$ cat config.mk
export PLATFORM = sky130hd
export DESIGN_NAME = exp_reg_bank_flat
export DESIGN_NICKNAME = d
export VERILOG_FILES = /design/src/rtl/exp_reg_bank_pkg.sv /design/src/rtl/exp_reg_bank_if.sv /design/src/rtl/exp_reg_read_port.sv /design/src/rtl/exp_reg_bank.sv /design/src/flat_wrapper.sv
export SDC_FILE = /design/constraint.sdc
export NUM_CORES = 1
export LEC_CHECK = 0
export BUFFER_PORTS_ARGS = -buffer_cell sky130_fd_sc_hd__buf_2
export CORE_ASPECT_RATIO = 1.4
export CORE_MARGIN = 2
export CORE_UTILIZATION = 30
export DETAILED_ROUTE_END_ITERATION = 10
export GPL_TIMING_DRIVEN = 0
export PLACE_DENSITY = 0.5
export SETUP_SLACK_MARGIN = 0.4
export SLEW_MARGIN = 5
export SYNTH_ARGS = -nofsm -noshare
export SYNTH_HDL_FRONTEND = slang
export SYNTH_SLANG_ARGS = --single-unit
$ cat constraint.sdc
create_clock -name clk_in -period 2.4 [get_ports clk_in]
set_input_delay 0 -clock clk_in [delete_from_list [all_inputs] [get_ports clk_in]]
set_output_delay 0 -clock clk_in [all_outputs]
set_load 0.05 [all_outputs]
$ cat src/rtl/exp_reg_bank_pkg.sv
// Shared definitions for the exponent register bank: select-map bases and the
// default read-only constant table.
package exp_reg_bank_pkg;

    localparam int unsigned DEF_REGISTER_WIDTH = 9;
    localparam int unsigned DEF_NUM_GPR        = 4;
    localparam int unsigned DEF_NUM_CONST      = 6;
    localparam int unsigned DEF_SEL_WIDTH      = 4;

    // GPRs start at select 0; constants follow directly after the last GPR
    localparam int unsigned GPR_SEL_BASE = 0;

    localparam logic [DEF_REGISTER_WIDTH-1:0] CONST_ZERO     = 9'd0;
    localparam logic [DEF_REGISTER_WIDTH-1:0] CONST_ONE      = 9'd1;
    localparam logic [DEF_REGISTER_WIDTH-1:0] CONST_RADIX    = 9'd31;
    localparam logic [DEF_REGISTER_WIDTH-1:0] CONST_I2F_EXP  = 9'd158;
    localparam logic [DEF_REGISTER_WIDTH-1:0] CONST_BIAS     = 9'd127;
    localparam logic [DEF_REGISTER_WIDTH-1:0] CONST_ALL_ONES = 9'd511;

    localparam logic [DEF_NUM_CONST*DEF_REGISTER_WIDTH-1:0] DEF_CONST_TABLE =
        {CONST_ALL_ONES, CONST_BIAS, CONST_I2F_EXP, CONST_RADIX, CONST_ONE, CONST_ZERO};

    function automatic int unsigned const_sel_base(input int unsigned num_gpr);
        return GPR_SEL_BASE + num_gpr;
    endfunction

endpackage

$ cat src/rtl/exp_reg_bank_if.sv
// Dual write / dual read port bundle of the exponent register bank.
interface exp_reg_bank_if #(
    parameter int unsigned REGISTER_WIDTH = 9,
    parameter int unsigned NUM_GPR        = 4,
    parameter int unsigned SEL_WIDTH      = 4
);
    localparam int unsigned ADDR_W = $clog2(NUM_GPR);

    logic                      wrEnA_in;
    logic                      wrEnB_in;
    logic [ADDR_W-1:0]         wrAddrA_in;
    logic [ADDR_W-1:0]         wrAddrB_in;
    logic [REGISTER_WIDTH-1:0] wrDataA_in;
    logic [REGISTER_WIDTH-1:0] wrDataB_in;
    logic [SEL_WIDTH-1:0]      rdSelA_in;
    logic [SEL_WIDTH-1:0]      rdSelB_in;
    logic [REGISTER_WIDTH-1:0] rdResultA_out;
    logic [REGISTER_WIDTH-1:0] rdResultB_out;
    logic                      saveShadow_in;
    logic                      restoreShadow_in;
    logic                      collision_out;
    logic                      badSel_out;

    modport master (
        output wrEnA_in, wrEnB_in, wrAddrA_in, wrAddrB_in, wrDataA_in, wrDataB_in,
        output rdSelA_in, rdSelB_in, saveShadow_in, restoreShadow_in,
        input  rdResultA_out, rdResultB_out, collision_out, badSel_out
    );

    modport slave (
        input  wrEnA_in, wrEnB_in, wrAddrA_in, wrAddrB_in, wrDataA_in, wrDataB_in,
        input  rdSelA_in, rdSelB_in, saveShadow_in, restoreShadow_in,
        output rdResultA_out, rdResultB_out, collision_out, badSel_out
    );

endinterface

$ cat src/rtl/exp_reg_read_port.sv
// One combinational read port: decodes a select into GPR (optionally write-
// forwarded), constant-table entry, or zero with an out-of-range flag.
module exp_reg_read_port
    import exp_reg_bank_pkg::*;
#(
    parameter int unsigned REGISTER_WIDTH = DEF_REGISTER_WIDTH,
    parameter int unsigned NUM_GPR        = DEF_NUM_GPR,
    parameter int unsigned NUM_CONST      = DEF_NUM_CONST,
    parameter logic [NUM_CONST*REGISTER_WIDTH-1:0] CONST_TABLE = DEF_CONST_TABLE,
    parameter int unsigned SEL_WIDTH      = DEF_SEL_WIDTH,
    parameter bit          BYPASS         = 1'b1
) (
    input  logic [SEL_WIDTH-1:0]                    sel_i,
    input  logic [NUM_GPR-1:0][REGISTER_WIDTH-1:0]  gpr_i,
    input  logic [NUM_GPR-1:0]                      byp_mask_i,
    input  logic [NUM_GPR-1:0][REGISTER_WIDTH-1:0]  byp_data_i,
    output logic [REGISTER_WIDTH-1:0]               result_o,
    output logic                                    bad_sel_o
);

    always_comb begin
        result_o  = '0;
        bad_sel_o = (32'(sel_i) >= const_sel_base(NUM_GPR) + NUM_CONST);
        for (int unsigned i = 0; i < NUM_GPR; i++) begin
            if (32'(sel_i) == GPR_SEL_BASE + i) begin
                result_o = (BYPASS && byp_mask_i[i]) ? byp_data_i[i] : gpr_i[i];
            end
        end
        for (int unsigned j = 0; j < NUM_CONST; j++) begin
            if (32'(sel_i) == const_sel_base(NUM_GPR) + j) begin
                result_o = CONST_TABLE[j*REGISTER_WIDTH +: REGISTER_WIDTH];
            end
        end
    end

endmodule

$ cat src/rtl/exp_reg_bank.sv
// Exponent register bank: dual-write GPRs with a shadow bank for save/restore/
// swap, two combinational read ports and a registered same-address collision flag.
module exp_reg_bank
    import exp_reg_bank_pkg::*;
#(
    parameter int unsigned REGISTER_WIDTH = DEF_REGISTER_WIDTH,
    parameter int unsigned NUM_GPR        = DEF_NUM_GPR,
    parameter int unsigned NUM_CONST      = DEF_NUM_CONST,
    parameter logic [NUM_CONST*REGISTER_WIDTH-1:0] CONST_TABLE = DEF_CONST_TABLE,
    parameter int unsigned SEL_WIDTH      = DEF_SEL_WIDTH,
    parameter int unsigned BYPASS         = 1
) (
    input  logic           clk_in,
    input  logic           reset_in,
    exp_reg_bank_if.slave  bus
);

    logic [NUM_GPR-1:0][REGISTER_WIDTH-1:0] gpr_q, gpr_d;
    logic [NUM_GPR-1:0][REGISTER_WIDTH-1:0] shadow_q, shadow_d;
    logic [NUM_GPR-1:0][REGISTER_WIDTH-1:0] wr_val;
    logic [NUM_GPR-1:0]                     a_hit, b_hit, wr_mask, byp_mask;
    logic                                   collision_q, collision_d;
    logic                                   bad_a, bad_b;

    // Write decode: out-of-range addresses match no GPR and are dropped
    always_comb begin
        a_hit       = '0;
        b_hit       = '0;
        wr_val      = '0;
        gpr_d       = gpr_q;
        shadow_d    = bus.saveShadow_in ? gpr_q : shadow_q;
        for (int unsigned i = 0; i < NUM_GPR; i++) begin
            a_hit[i] = bus.wrEnA_in && (32'(bus.wrAddrA_in) == i);
            b_hit[i] = bus.wrEnB_in && (32'(bus.wrAddrB_in) == i);
        end
        wr_mask     = a_hit | b_hit;
        collision_d = |(a_hit & b_hit);
        for (int unsigned i = 0; i < NUM_GPR; i++) begin
            wr_val[i] = b_hit[i] ? bus.wrDataB_in : bus.wrDataA_in;
            if (wr_mask[i]) begin
                gpr_d[i] = wr_val[i];
            end else if (bus.restoreShadow_in) begin
                gpr_d[i] = shadow_q[i];
            end
        end
        // Writes are ignored in reset, so nothing is forwarded either
        byp_mask    = reset_in ? '0 : wr_mask;
    end

    always_ff @(posedge clk_in or posedge reset_in) begin
        if (reset_in) begin
            gpr_q       <= '0;
            shadow_q    <= '0;
            collision_q <= 1'b0;
        end else begin
            gpr_q       <= gpr_d;
            shadow_q    <= shadow_d;
            collision_q <= collision_d;
        end
    end

    exp_reg_read_port #(
        .REGISTER_WIDTH (REGISTER_WIDTH),
        .NUM_GPR        (NUM_GPR),
        .NUM_CONST      (NUM_CONST),
        .CONST_TABLE    (CONST_TABLE),
        .SEL_WIDTH      (SEL_WIDTH),
        .BYPASS         (BYPASS != 0)
    ) u_read_a (
        .sel_i      (bus.rdSelA_in),
        .gpr_i      (gpr_q),
        .byp_mask_i (byp_mask),
        .byp_data_i (wr_val),
        .result_o   (bus.rdResultA_out),
        .bad_sel_o  (bad_a)
    );

    exp_reg_read_port #(
        .REGISTER_WIDTH (REGISTER_WIDTH),
        .NUM_GPR        (NUM_GPR),
        .NUM_CONST      (NUM_CONST),
        .CONST_TABLE    (CONST_TABLE),
        .SEL_WIDTH      (SEL_WIDTH),
        .BYPASS         (BYPASS != 0)
    ) u_read_b (
        .sel_i      (bus.rdSelB_in),
        .gpr_i      (gpr_q),
        .byp_mask_i (byp_mask),
        .byp_data_i (wr_val),
        .result_o   (bus.rdResultB_out),
        .bad_sel_o  (bad_b)
    );

    assign bus.collision_out = collision_q;
    assign bus.badSel_out    = bad_a | bad_b;

endmodule

$ cat src/flat_wrapper.sv
// flat-port wrapper written by rule: the top's interface ports become plain ports
module exp_reg_bank_flat import exp_reg_bank_pkg::*;
#(
    parameter int unsigned REGISTER_WIDTH = DEF_REGISTER_WIDTH,
    parameter int unsigned NUM_GPR        = DEF_NUM_GPR,
    parameter int unsigned NUM_CONST      = DEF_NUM_CONST,
    parameter logic [NUM_CONST*REGISTER_WIDTH-1:0] CONST_TABLE = DEF_CONST_TABLE,
    parameter int unsigned SEL_WIDTH      = DEF_SEL_WIDTH,
    parameter int unsigned BYPASS         = 1
)
  (clk_in, reset_in, bus_wrEnA_in, bus_wrEnB_in, bus_wrAddrA_in, bus_wrAddrB_in, bus_wrDataA_in, bus_wrDataB_in, bus_rdSelA_in, bus_rdSelB_in, bus_saveShadow_in, bus_restoreShadow_in, bus_rdResultA_out, bus_rdResultB_out, bus_collision_out, bus_badSel_out);
  exp_reg_bank_if #(.REGISTER_WIDTH(REGISTER_WIDTH), .NUM_GPR(NUM_GPR), .SEL_WIDTH(SEL_WIDTH)) bus_i ();
  input  logic clk_in;
  input  logic reset_in;
  input wire logic [$bits(bus_i.wrEnA_in)-1:0] bus_wrEnA_in;
  input wire logic [$bits(bus_i.wrEnB_in)-1:0] bus_wrEnB_in;
  input wire logic [$bits(bus_i.wrAddrA_in)-1:0] bus_wrAddrA_in;
  input wire logic [$bits(bus_i.wrAddrB_in)-1:0] bus_wrAddrB_in;
  input wire logic [$bits(bus_i.wrDataA_in)-1:0] bus_wrDataA_in;
  input wire logic [$bits(bus_i.wrDataB_in)-1:0] bus_wrDataB_in;
  input wire logic [$bits(bus_i.rdSelA_in)-1:0] bus_rdSelA_in;
  input wire logic [$bits(bus_i.rdSelB_in)-1:0] bus_rdSelB_in;
  input wire logic [$bits(bus_i.saveShadow_in)-1:0] bus_saveShadow_in;
  input wire logic [$bits(bus_i.restoreShadow_in)-1:0] bus_restoreShadow_in;
  output wire logic [$bits(bus_i.rdResultA_out)-1:0] bus_rdResultA_out;
  output wire logic [$bits(bus_i.rdResultB_out)-1:0] bus_rdResultB_out;
  output wire logic [$bits(bus_i.collision_out)-1:0] bus_collision_out;
  output wire logic [$bits(bus_i.badSel_out)-1:0] bus_badSel_out;
  assign bus_i.wrEnA_in = bus_wrEnA_in;
  assign bus_i.wrEnB_in = bus_wrEnB_in;
  assign bus_i.wrAddrA_in = bus_wrAddrA_in;
  assign bus_i.wrAddrB_in = bus_wrAddrB_in;
  assign bus_i.wrDataA_in = bus_wrDataA_in;
  assign bus_i.wrDataB_in = bus_wrDataB_in;
  assign bus_i.rdSelA_in = bus_rdSelA_in;
  assign bus_i.rdSelB_in = bus_rdSelB_in;
  assign bus_i.saveShadow_in = bus_saveShadow_in;
  assign bus_i.restoreShadow_in = bus_restoreShadow_in;
  assign bus_rdResultA_out = bus_i.rdResultA_out;
  assign bus_rdResultB_out = bus_i.rdResultB_out;
  assign bus_collision_out = bus_i.collision_out;
  assign bus_badSel_out = bus_i.badSel_out;
  exp_reg_bank #(.REGISTER_WIDTH(REGISTER_WIDTH), .NUM_GPR(NUM_GPR), .NUM_CONST(NUM_CONST), .CONST_TABLE(CONST_TABLE), .SEL_WIDTH(SEL_WIDTH), .BYPASS(BYPASS)) u_core (.clk_in(clk_in), .reset_in(reset_in), .bus(bus_i));
endmodule
After elaboration in Yosys (flattened, before gate mapping)

Index checks and enable logic that the tools add are counted.

Register bits: 73
Output and inout bits: 20
Logic and storage cells: 92

Magnitude comparators: 2
Eq/ne operators: 24
Muxes and demuxes: 37
Bitwise logic cells: 3
Reductions and logical operators: 17

Operators by type and width:

| cell                                                     | count |
|---|---|
| 2-to-1 mux 9 bit                                         | 36 |
| == test 4 x 3 -> 1 bit, second input constant            | 8 |
| == test 4 x 2 -> 1 bit, second input constant            | 4 |
| == test 4 bit, second input constant                     | 4 |
| == test 2 bit, second input constant                     | 4 |
| == test 4 x 1 -> 1 bit, second input constant            | 2 |
| greater-or-equal comparator 4 bit, second input constant | 2 |
| logical AND 1 bit                                        | 8 |
| zero test 4 bit                                          | 2 |
| nonzero test 2 bit                                       | 4 |
| AND 4 bit                                                | 1 |
| == test 2 x 1 -> 1 bit, second input constant            | 2 |
| zero test 2 bit                                          | 2 |
| 2-to-1 mux 4 bit                                         | 1 |
| OR 4 bit                                                 | 1 |
| OR reduction 4 bit                                       | 1 |
| OR 1 bit                                                 | 1 |

Longest topological paths before layout

Word-level depth: 15
Depth in mapped cells: 9
Depth with buffers taken out: 5

Hierarchy

Synthesis repeated with hierarchy kept, for this count alone.

Cell total of the unflattened synthesis: 642
Area, all modules: 5522.8 um^2

Modules (own cells, without submodules):

| module                              | instances | cells each | area each (um^2) |
|---|---|---|---|
| exp_reg_bank                        | 1         | 417        | 3860.0 |
| exp_reg_read_port (u_core.u_read_a) | 1         | 115        | 855.8 |
| exp_reg_read_port (u_core.u_read_b) | 1         | 110        | 807.0 |

Least setup slack after synthesis

Ideal clock, no wire load.

Path type: input to output
From: input bus_wrAddrA_in[0]
To: output bus_rdResultA_out[8]
Arrival: 2.489 ns
Data required time: 2.400 ns
Path slack: -0.089 ns
Cell stages on the path: 9
Path through: buf_2 -> and4bb_1 -> buf_6 -> or2_1 -> buf_6 -> buf_8 -> a211oi_1 -> a211oi_1 -> o32ai_1

Word-level cells in the longest chain between the ends: 15
Elaborated cells between the ends (all ways): 24

Ends and longest elaborated chain:

| what                             | RTL line                | source |
|---|---|---|
| start: declaration               | flat_wrapper.sv:17      | `input wire logic [$bits(bus_i.wrAddrA_in)-1:0] bus_wrAddrA_in;` |
| zero test 2 bit                  | exp_reg_bank.sv:33      | `a_hit[i] = bus.wrEnA_in && (32'(bus.wrAddrA_in) == i);` |
| logical AND 1 bit                | exp_reg_bank.sv:33      |  |
| OR 4 bit *                       | exp_reg_bank.sv:36      | `wr_mask = a_hit \| b_hit;` |
| 2-to-1 mux 4 bit *               | exp_reg_bank.sv:47      | `byp_mask = reset_in ? '0 : wr_mask;` |
| 2-to-1 mux 9 bit                 | exp_reg_read_port.sv:26 | `result_o = (BYPASS && byp_mask_i[i]) ? byp_data_i[i] : gpr_i[i];` |
| 2-to-1 mux 9 bit (3 in series)   | exp_reg_read_port.sv:25 | `if (32'(sel_i) == GPR_SEL_BASE + i) begin` |
| 2-to-1 mux 9 bit *               | exp_reg_read_port.sv:25 |  |
| 2-to-1 mux 9 bit * (6 in series) | exp_reg_read_port.sv:30 | `if (32'(sel_i) == const_sel_base(NUM_GPR) + j) begin` |
| end: declaration                 | flat_wrapper.sv:25      | `output wire logic [$bits(bus_i.rdResultA_out)-1:0] bus_rdResultA_out;` |

Mark *: on every way between the ends. The rest lies on a longest branch, timed or not.

Final worst setup path

From: input bus_wrAddrB_in[0]
To: output bus_rdResultA_out[8]

Word-level cells in the longest chain between the ends: 15
Elaborated cells between the ends (all ways): 28

Ends and longest elaborated chain:

| what                             | RTL line                | source |
|---|---|---|
| start: declaration               | flat_wrapper.sv:18      | `input wire logic [$bits(bus_i.wrAddrB_in)-1:0] bus_wrAddrB_in;` |
| zero test 2 bit                  | exp_reg_bank.sv:34      | `b_hit[i] = bus.wrEnB_in && (32'(bus.wrAddrB_in) == i);` |
| logical AND 1 bit                | exp_reg_bank.sv:34      |  |
| OR 4 bit                         | exp_reg_bank.sv:36      |  |
| 2-to-1 mux 4 bit                 | exp_reg_bank.sv:47      |  |
| 2-to-1 mux 9 bit                 | exp_reg_read_port.sv:26 |  |
| 2-to-1 mux 9 bit (3 in series)   | exp_reg_read_port.sv:25 |  |
| 2-to-1 mux 9 bit *               | exp_reg_read_port.sv:25 |  |
| 2-to-1 mux 9 bit * (6 in series) | exp_reg_read_port.sv:30 |  |

Marked as above.

==> metrics <==
Sink Count 73; initial antenna violation count 0; Nets 599; met3 usage 0.0315; Int Power 0.00285 W; Least-Margin Pin Slew 1080 ps; global-route wire length before repair 27,300 um; Worst Path Required 2400 ps; Synthesized Nets 532; crit share post-route 0.822; Detail Placement HPWL 13,200 um; Seq/Total Area, Yosys 0.371; die area 0.0175 mm2; number of diodes 0; post-synthesis cell area 0.00493 mm2; Compound-Gate Fraction of Synth Area 0.253; Leak 2.49 nW; outcome finished clean; post-synthesis adder-cell area fraction 0; share of layout cells above drive strength 1 0.292; syn avg cell area 9.94 um2; Cell variety after synth 55; CTS Buf Count 9; GR Layer Usage met2 0.371; Vias/cell 5.99; fmax 0.507 GHz; H-tree depth 3; slew margin rel. 0.274; I/O pin count 56; hold_sp bus_wrAddrA_in[1]; Slew Limit Fails 0; Crit Path Class in -> out; clock power share 0.293; Post-synth EDFFs 0; multiplexer share of the synthesized area 0.192; Routed Antenna Nets 0; final hold violations 0; Most Crowded Layer GR met2; clock slew at reported path FFs 50 ps; clock root cell clkbuf_16; chip width 112 um; Area Growth Syn to Fin 23.9%; Post-Syn Instances 496; Post-Route Utilization 0.379; setup TNS 0 ps; skew final 2.33 ps; Comb power frac 0.294; met1 usage in global routing 0.230; Critical Path End Type output port; RR Startpoint u_core.gpr_q[31]; Clk Latency, worst-skew pair 340 ps; CP Data Arrival Time 1970 ps; synth warn 0; CTS tree yes; largest net degree at the start of global routing 43; CP Launch Type input pin; Psw 0.00146 W; clock buffer depth 2; via count 4,575; RSZ-0062 raised after global routing yes; Worst Hold Class in -> reg; routed wire length 17,900 um; Core ar. 0.0161 mm2; 1st-iter DRT viols 311; Flop pwr share 0.413; main combinational cell family by area after synthesis compound AO/OA/AOI/OAI gates; switching share of power 0.339; IO Port Bufs 39; GRT Total Usage 0.205; Synth Area in Simple Gates 0.135; Cell Chain, Critical Path buf_2 -> and4bb_1 -> buf_2 -> or2_1 -> buf_6 -> buf_8 -> a211oi_1 -> a211oi_2 -> o32ai_2 -> buf_6; grt total ovfl 0; clock period minus worst slack 1970 ps; flop and latch count out of synthesis 73; vias in the first global route 4,647; Total Power 0.00431 W; MaxCap Viol Count 0; Slowest-stage cell, CP o32ai_2; DRT Pass-1 Iters 5; crit path launch bus_wrAddrB_in[0]; Initial Util 0.306; most frequent cells in the layout dfrtp_1, a21oi_1, mux2i_1; max incr delay on CP 320 ps; fraction of registers with async set/reset 1.00; XOR/XNOR share of the synthesized area 0.00533; peak supply drop 0.261 mV; commonest non-fill, non-tap cell in the layout dfrtp_1; Routability Congestion 1.01; final setup fails 0; FP Rows 55; Main synth FF type dfrtp_1; routed wire length per instance 23.4 um; Pwr per Cell Area 706 mW/mm2; Critical Path Fanout Max 10; DRC Markers 0; Die Ht 156 um
layout make-up:
cell class	count	area, um2
plain buffers	40	215
repair buffers	56	379
inverters	3	13.8
flip-flops and latches	73	1830
clock buffers	13	270
multi-input cells	380	3150
fillers	1619	9990
well taps	199	249
power groups by stage:
stage,Combinational [W],Clock [W],Sequential (W)
after global placement,0.00117,0,0.00177
after floorplan,0.000915,0,0.00171
after global routing,0.00136,0.00134,0.00182
after CTS,0.00124,0.00129,0.00177
after detailed placement,0.00121,0,0.00180
final,0.00127,0.00126,0.00178
what timing repair did:
action,CTS,global route
resized for setup,16,34
endpoints found under the hold margin,32,0
hold buffers,3,0
buffers inserted,8,5
endpoints found under the setup margin,17,18
pin swaps,5,6
critical path: cells and delay by family:
| kind | cells | cell delay [ps] |
|---|---|---|
| AOI/OAI and AO/OA | 3 | 690 |
| buffers and inverters | 5 | 830 |
| and+or+nand+nor | 2 | 440 |
per-layer routing:
layer / wire length [um] / vias to the layer above
met5: 0 / -
met4: 779 / 0
met3: 706 / 43
met2: 9250 / 150
met1: 7160 / 2323
li1: - / 2059
final timing paths:
kind / endpoint / slack, ps / cells past startpoint
setup / recovery: bus_rdResultA_out[8] / 430 / 10
hold / removal: u_core.bus.collision_out / 50 / 3
setup reg to reg: u_core.gpr_q[31] / 1390 / 3
hold reg to reg: u_core.shadow_q[22] / 510 / 1
max in group asynchronous: u_core.shadow_q[30] / 1530 / 4
min in group asynchronous: u_core.bus.collision_out / 280 / 3
sequential cells by signal, summed over array words and instances (netlist names):
name,flops
u_core.gpr_q,36
u_core.shadow_q,36
u_core.bus.collision_out,1
synth_stat cells, types with 4 or more instances:
cell type | number | area share
dfrtp_1 | 73 | 0.37
a21oi_1 | 57 | 0.058
mux2i_1 | 54 | 0.11
a211oi_1 | 50 | 0.076
mux2_2 | 36 | 0.082
nor2b_1 | 29 | 0.037
nor3_1 | 20 | 0.020
o21ai_0 | 20 | 0.020
clkbuf_1 | 17 | 0.013
nand2_1 | 14 | 0.011
buf_2 | 13 | 0.013
nor2_1 | 8 | 0.0061
a22oi_1 | 7 | 0.011
o31ai_1 | 7 | 0.011
a2bb2oi_1 | 6 | 0.011
o211ai_1 | 6 | 0.0091
a221oi_1 | 5 | 0.0089
nand3_1 | 5 | 0.0051
buf_1 | 4 | 0.0030
o21ai_1 | 4 | 0.0041
o221ai_1 | 4 | 0.0071
through the flow:
step                      hold WS, ps  setup slack [ps]  area [um2]  instances
after floorplan                   212               405        5060        496
after detailed placement         62.0             -63.9        5530        735
after global routing             60.1               324        6110        764
final                            47.5               428        6110        764
after CTS                        40.7               371        5960        759
after global placement            308              -463        5500        734
cell families after synthesis:
family                 Yosys count
flip-flops                      73
AO/OA/AOI/OAI                  181
buffers and inverters           43
multiplexers                    90
AND/OR/NAND/NOR                106
XOR/XNOR                         3
No activity file was read; power rests on OpenSTA's default activity.
